===== config.mk =====
export PLATFORM = sky130hd
export DESIGN_NAME = bin2bcd_8bits
export DESIGN_NICKNAME = d
export VERILOG_FILES = /design/src/rtl/bin2bcd_8bits.sv
export SDC_FILE = /design/constraint.sdc
export NUM_CORES = 1
export LEC_CHECK = 0
export ABC_AREA = 1
export CORE_ASPECT_RATIO = 1.75
export CORE_MARGIN = 4
export CORE_UTILIZATION = 40
export DETAILED_ROUTE_END_ITERATION = 10
export GPL_ROUTABILITY_DRIVEN = 0
export PLACE_DENSITY = 0.63
export REMOVE_ABC_BUFFERS = 1
export SYNTH_ARGS = -nofsm -noshare
export SYNTH_HDL_FRONTEND = slang
export SYNTH_SLANG_ARGS = --single-unit

===== constraint.sdc =====
create_clock -name clk_i -period 1.3 [get_ports clk_i]
set_input_delay 0.325 -clock clk_i [delete_from_list [all_inputs] [get_ports clk_i]]
set_output_delay 0.325 -clock clk_i [all_outputs]
set_load 0.1 [all_outputs]

===== src/rtl/bin2bcd_8bits.sv =====
// -----------------------------------------------------------------------------
// bin2bcd_8bits
//
// Sequential binary-to-BCD converter for the 8-bit product of the 4-bit
// multiplier. It uses the shift-and-add-3 (double dabble) method: one
// iteration per clock, eight iterations per conversion. The result is three
// packed BCD digits for the display stage.
//
// Ports:
//   clk_i        in   1  clock, rising edge
//   rst_i        in   1  asynchronous reset, active-low
//   data_i       in   8  unsigned binary value, sampled only on acceptance
//   start_i      in   1  level request, accepted in IDLE when high
//   bcd_o        out 12  [11:8]=hundreds, [7:4]=tens, [3:0]=units (registered)
//   busy_o       out  1  high while in SHIFT
//   done_o       out  1  high while in DONE
//   fsm_state_o  out  2  current state encoding (IDLE=0, SHIFT=1, DONE=2)
//
// Handshake: a request is accepted on a rising edge where the FSM is in IDLE
// and start_i is high. The FSM then leaves DONE only after start_i has been
// seen low, so a level request held high yields exactly one conversion.
// -----------------------------------------------------------------------------
module bin2bcd_8bits (
  input  logic        clk_i,
  input  logic        rst_i,
  input  logic [7:0]  data_i,
  input  logic        start_i,
  output logic [11:0] bcd_o,
  output logic        busy_o,
  output logic        done_o,
  output logic [1:0]  fsm_state_o
);

  typedef enum logic [1:0] {
    IDLE  = 2'd0,
    SHIFT = 2'd1,
    DONE  = 2'd2
  } state_t;

  state_t      state_q, state_d;
  logic [19:0] shreg_q, shreg_d;
  logic [3:0]  cnt_q,   cnt_d;
  logic [11:0] bcd_q,   bcd_d;
  logic [19:0] step;

  // One double-dabble iteration: correct every BCD nibble that would exceed
  // 9 after doubling, then shift the whole register left by one.
  function automatic logic [19:0] dabble_step(input logic [19:0] v);
    logic [19:0] a;
    a = v;
    if (a[19:16] >= 4'd5) a[19:16] = a[19:16] + 4'd3;
    if (a[15:12] >= 4'd5) a[15:12] = a[15:12] + 4'd3;
    if (a[11:8]  >= 4'd5) a[11:8]  = a[11:8]  + 4'd3;
    return {a[18:0], 1'b0};
  endfunction

  assign step = dabble_step(shreg_q);

  always_ff @(posedge clk_i or negedge rst_i) begin
    if (!rst_i) begin
      state_q <= IDLE;
      shreg_q <= '0;
      cnt_q   <= '0;
      bcd_q   <= '0;
    end else begin
      state_q <= state_d;
      shreg_q <= shreg_d;
      cnt_q   <= cnt_d;
      bcd_q   <= bcd_d;
    end
  end

  always_comb begin
    state_d = state_q;
    shreg_d = shreg_q;
    cnt_d   = cnt_q;
    bcd_d   = bcd_q;
    case (state_q)
      IDLE: begin
        // bcd_q is deliberately left alone so the display keeps the last
        // result while a new conversion runs.
        if (start_i) begin
          shreg_d = {12'b0, data_i};
          cnt_d   = 4'd0;
          state_d = SHIFT;
        end
      end
      SHIFT: begin
        shreg_d = step;
        cnt_d   = cnt_q + 4'd1;
        if (cnt_q == 4'd7) begin
          bcd_d   = step[19:8];
          state_d = DONE;
        end
      end
      DONE: begin
        if (!start_i) state_d = IDLE;
      end
      default: begin
        // Unused code 2'd3: recover to IDLE without touching the outputs.
        state_d = IDLE;
      end
    endcase
  end

  assign bcd_o       = bcd_q;
  assign busy_o      = (state_q == SHIFT);
  assign done_o      = (state_q == DONE);
  assign fsm_state_o = state_q;

endmodule


# Yosys cells after proc, flatten, opt, wreduce, memory -nomap -nowiden
# Cells that the tools add are included.
# word_totals
ff_bits	38
in_bits	11
out_inout_bits	16
word_cells	33
# classes
n_addsub	4
magnitude_cmp	3
n_eq_ne	6
n_mux	11
n_reduce_logical	5
# op_table
operator	n
$pmux W20 S2	1
$mux W20	1
$ge A4 B3 Y1 const B	3
$mux W4	3
$add A4 B2 Y4 const B	2
$pmux W4 S2	1
$mux W2	3
$pmux W2 S3	1
$add A4 B1 Y4 const B	1
$eq A4 B3 Y1 const B	1
$ne A2 B2 Y1 const B	2
$reduce_and A2 Y1	2
$add A3 B2 Y3 const B	1
$mux W3	1
$reduce_and A3 Y1	1
$eq A2 B1 Y1 const B	1
$eq A2 B2 Y1 const B	1
$logic_not A2 Y1	1
$ne A2 B1 Y1 const B	1
$reduce_bool A2 Y1	1

# Depth between registers and ports, before layout
# logic_depth
depth_word	3
mapped_depth	8
ltp_nobuf	8

# Worst setup path after synthesis
# OpenSTA, ideal clock, no wires.
# synth_path
path_type	reg2out
from	register state_q[1] (netlist: fsm_state_o[1])
to	output port done_o
arrival_time_ns	2.420
required_time_ns	0.975
setup_slack_ns	-1.445
stages_incl_launch_ff	3
n_path_buf	0
path_cell_list	dfrtp_1 -> inv_1 -> nor2_1
# synth_between
elab_chain_cells	1
# synth_rtl
element	line_no	rtl
from (decl)	40	state_t state_q, state_d;
from (signal assigned)	66	state_q <= state_d;
$eq A2 B2 Y1	108	assign done_o = (state_q == DONE);
to (decl)	30	output logic done_o,
# No other way between the ends.

# Worst setup path in the final report
# layout_path
from	register state_q[0] (netlist: fsm_state_o[0])
to	output port done_o
# The elaborated chain is that of the path after synthesis.

==> flow_summary_export.csv <==
group,metric,value,unit
placed_design,dp_cells,313,
logic_synthesis,ys_ff_latch,38,
grt,grt_pass1_wl,7458,µm
grt,grt_pass1_vias,1735,
routing,viasPerCell,5.158,
placed_design,port_buffers,26,
sta,max_slew_margin,0.7938,
finish,layout_commonest_cell,"nand2_1",
sta,period_minus_slack,1457,ps
outcome,violations,"setup timing",
clocking,cts_max_level,2,
logic_synthesis,synthCells,222,
run,max-cap-violations,0,
clocking,cts.sinks,38,
routing,drtAntennaViolNets,0,
grt,grtUsageTotal,0.1694,
floorplan,start_util,0.4125,
clocking,clock_latency,300,ps
routing,drt-total-wl,4929,µm
routing,drtIter0Drc,35,
sta,finalClockSkew,9.411,ps
clocking,clock-root-buffer,"clkbuf_8",
grt,grt_overflow_total,0,
critical_path,path_class,"reg2out",
critical_path,worst_ep_arrival_time,1130,ps
logic_synthesis,ys_seq_area_frac,0.5234,
sta,worst_pin_slew,306.1,ps
grt,grt_start_max_net_pins,39,
finish,diodes,0,
critical_path,endpoint_kind,"output port",
routing,vias,1759,
floorplan,coreArea,4404,µm²
sta,hold_violations,0,
logic_synthesis,synth_cell_types,21,
sta,setup_violations,22,
clocking,cts_tree,"yes",
routing,dr.pass1.iters,4,
floorplan,ioPinCount,27,
critical_path,rrSetupSlack,-50,ps
placed_design,dpl.hpwl,3057,µm
routing,wl_per_cell,14.45,µm
finish,layout-drive-gt1-share,0.3621,
floorplan,fp-row-count,32,
sta,min_period_over_period,1.121,
sta,clock.fmax,0.6862,GHz
placed_design,place_ws,-132.7,ps
floorplan,die-area,5727,µm²
finish,nNetsFinal,307,
finish,layout_common_cells,"nand2_1, dfrtp_1, buf_4",
finish,instances_no_fill,341,
routing,drc,0,
sta,fin_setup_tns,-855.8,ps
critical_path,cp.required,980,ps
clocking,path_clk_slew,80,ps
critical_path,cp-start-kind,"register",
finish,area_growth,61.91,%
logic_synthesis,postSynthAreaPerCell,8.184,µm²
logic_synthesis,yosys_warnings,0,
floorplan,die_h,97.15,µm
critical_path,cp_max_fo,4,
outcome,status,"finished, violations left",
grt,antenna_found_initial,0,
logic_synthesis,syn-cell-area,1817,µm²
sta,rsz0062_at_grt,"true",
clocking,max-clock-path-buffers,2,
sta,final_max_slew_viol_count,0,
floorplan,die_w,58.95,µm
worst_hold_path,min_path_type,"reg2reg",
clocking,cts_buffers,5,
sta,setup_ws,-157.2,ps
cell usage after synthesis:
| cell type | n | area, µm² |
|---|---|---|
| buf_6 | 1 | 11.26 |
| nand2_1 | 91 | 341.6 |
| dfrtp_1 | 38 | 950.9 |
| inv_1 | 16 | 60.06 |
| buf_2 | 1 | 5.000 |
| o21a_1 | 1 | 7.510 |
| ha_1 | 7 | 87.58 |
| buf_4 | 2 | 15.01 |
| nand2_2 | 3 | 18.77 |
| o21ai_0 | 8 | 40.04 |
| o21bai_1 | 1 | 7.510 |
| nor2_1 | 7 | 26.28 |
| o21ai_1 | 1 | 5.000 |
| nand3_1 | 28 | 140.1 |
| inv_2 | 3 | 11.26 |
| o22ai_1 | 3 | 18.77 |
| a21boi_0 | 1 | 7.510 |
| o211ai_1 | 1 | 7.510 |
| nand4_1 | 6 | 37.54 |
| nor2_2 | 2 | 12.51 |
| a21oi_1 | 1 | 5.000 |
worst max-delay path: stages, from the launching register on:
cell and delay [ps]:
dfrtp_2 470, nor2_4 170, buf_12 190
cell families after synthesis:
logic type | after synthesis | synth area share
AOI/OAI and AO/OA | 17 | 0.05441
adders and majority gates | 7 | 0.04821
buffers and inverters | 23 | 0.05647
DFF | 38 | 0.5234
and+or+nand+nor | 137 | 0.3175
per-stage QoR:
step	hold WS [ps]	utilization	area, µm²
after floorplan	29.41	-	1785
after global placement	305.3	0.5563	2450
after detailed placement	308.8	0.5563	2450
after CTS	488.4	0.5943	2618
after global routing	510.9	0.6679	2942
final	482.5	0.6679	2942
layer usage:
metal / share of wire / track usage / vias to the layer above / wire length [µm]
li1: - / - / 853 / -
met1: 0.35 / 0.1812 / 850 / 1740
met2: 0.58 / 0.2990 / 43 / 2855
met3: 0.035 / 0.03989 / 13 / 173
met4: 0.032 / 0.07853 / 0 / 159
met5: 0 / 0 / - / 0
timing repair:
action,CTS,global route
gates cloned,0,3
hold buffers,1,0
pin swaps,1,8
resized for setup,11,50
setup buffers,6,12
setup endpoints to repair,11,27
hold endpoints to repair,33,0
registers in the layout, indices dropped and copies added, names as in the netlist:
signal,cells
shreg_q,20
bcd_o,12
cnt_q,4
fsm_state_o,2
cell type report:
| cell class | count | area, µm² |
|---|---|---|
| fill | 346 | 1463 |
| inverter | 19 | 81.33 |
| timing repair buffer | 64 | 828.3 |
| clock buffer | 6 | 82.58 |
| clock inverter | 2 | 12.51 |
| sequential | 38 | 952.2 |
| tap | 51 | 63.81 |
| multi-input combinational | 161 | 920.9 |
worst paths after layout:
path                                startpoint     endpoint  depth (start not counted)
worst max-delay path            fsm_state_o[0]       done_o                          2
min in group asynchronous                rst_i     cnt_q[2]                          3
worst max register to register  fsm_state_o[1]     bcd_o[1]                          9
worst min register to register     shreg_q[17]  shreg_q[17]                          2
worst min-delay path               shreg_q[17]  shreg_q[17]                          2
max in group asynchronous                rst_i   shreg_q[4]                          3
Power is not shown: default switching activity piles up to over one toggle a cycle in this logic, so the estimate is an artifact.
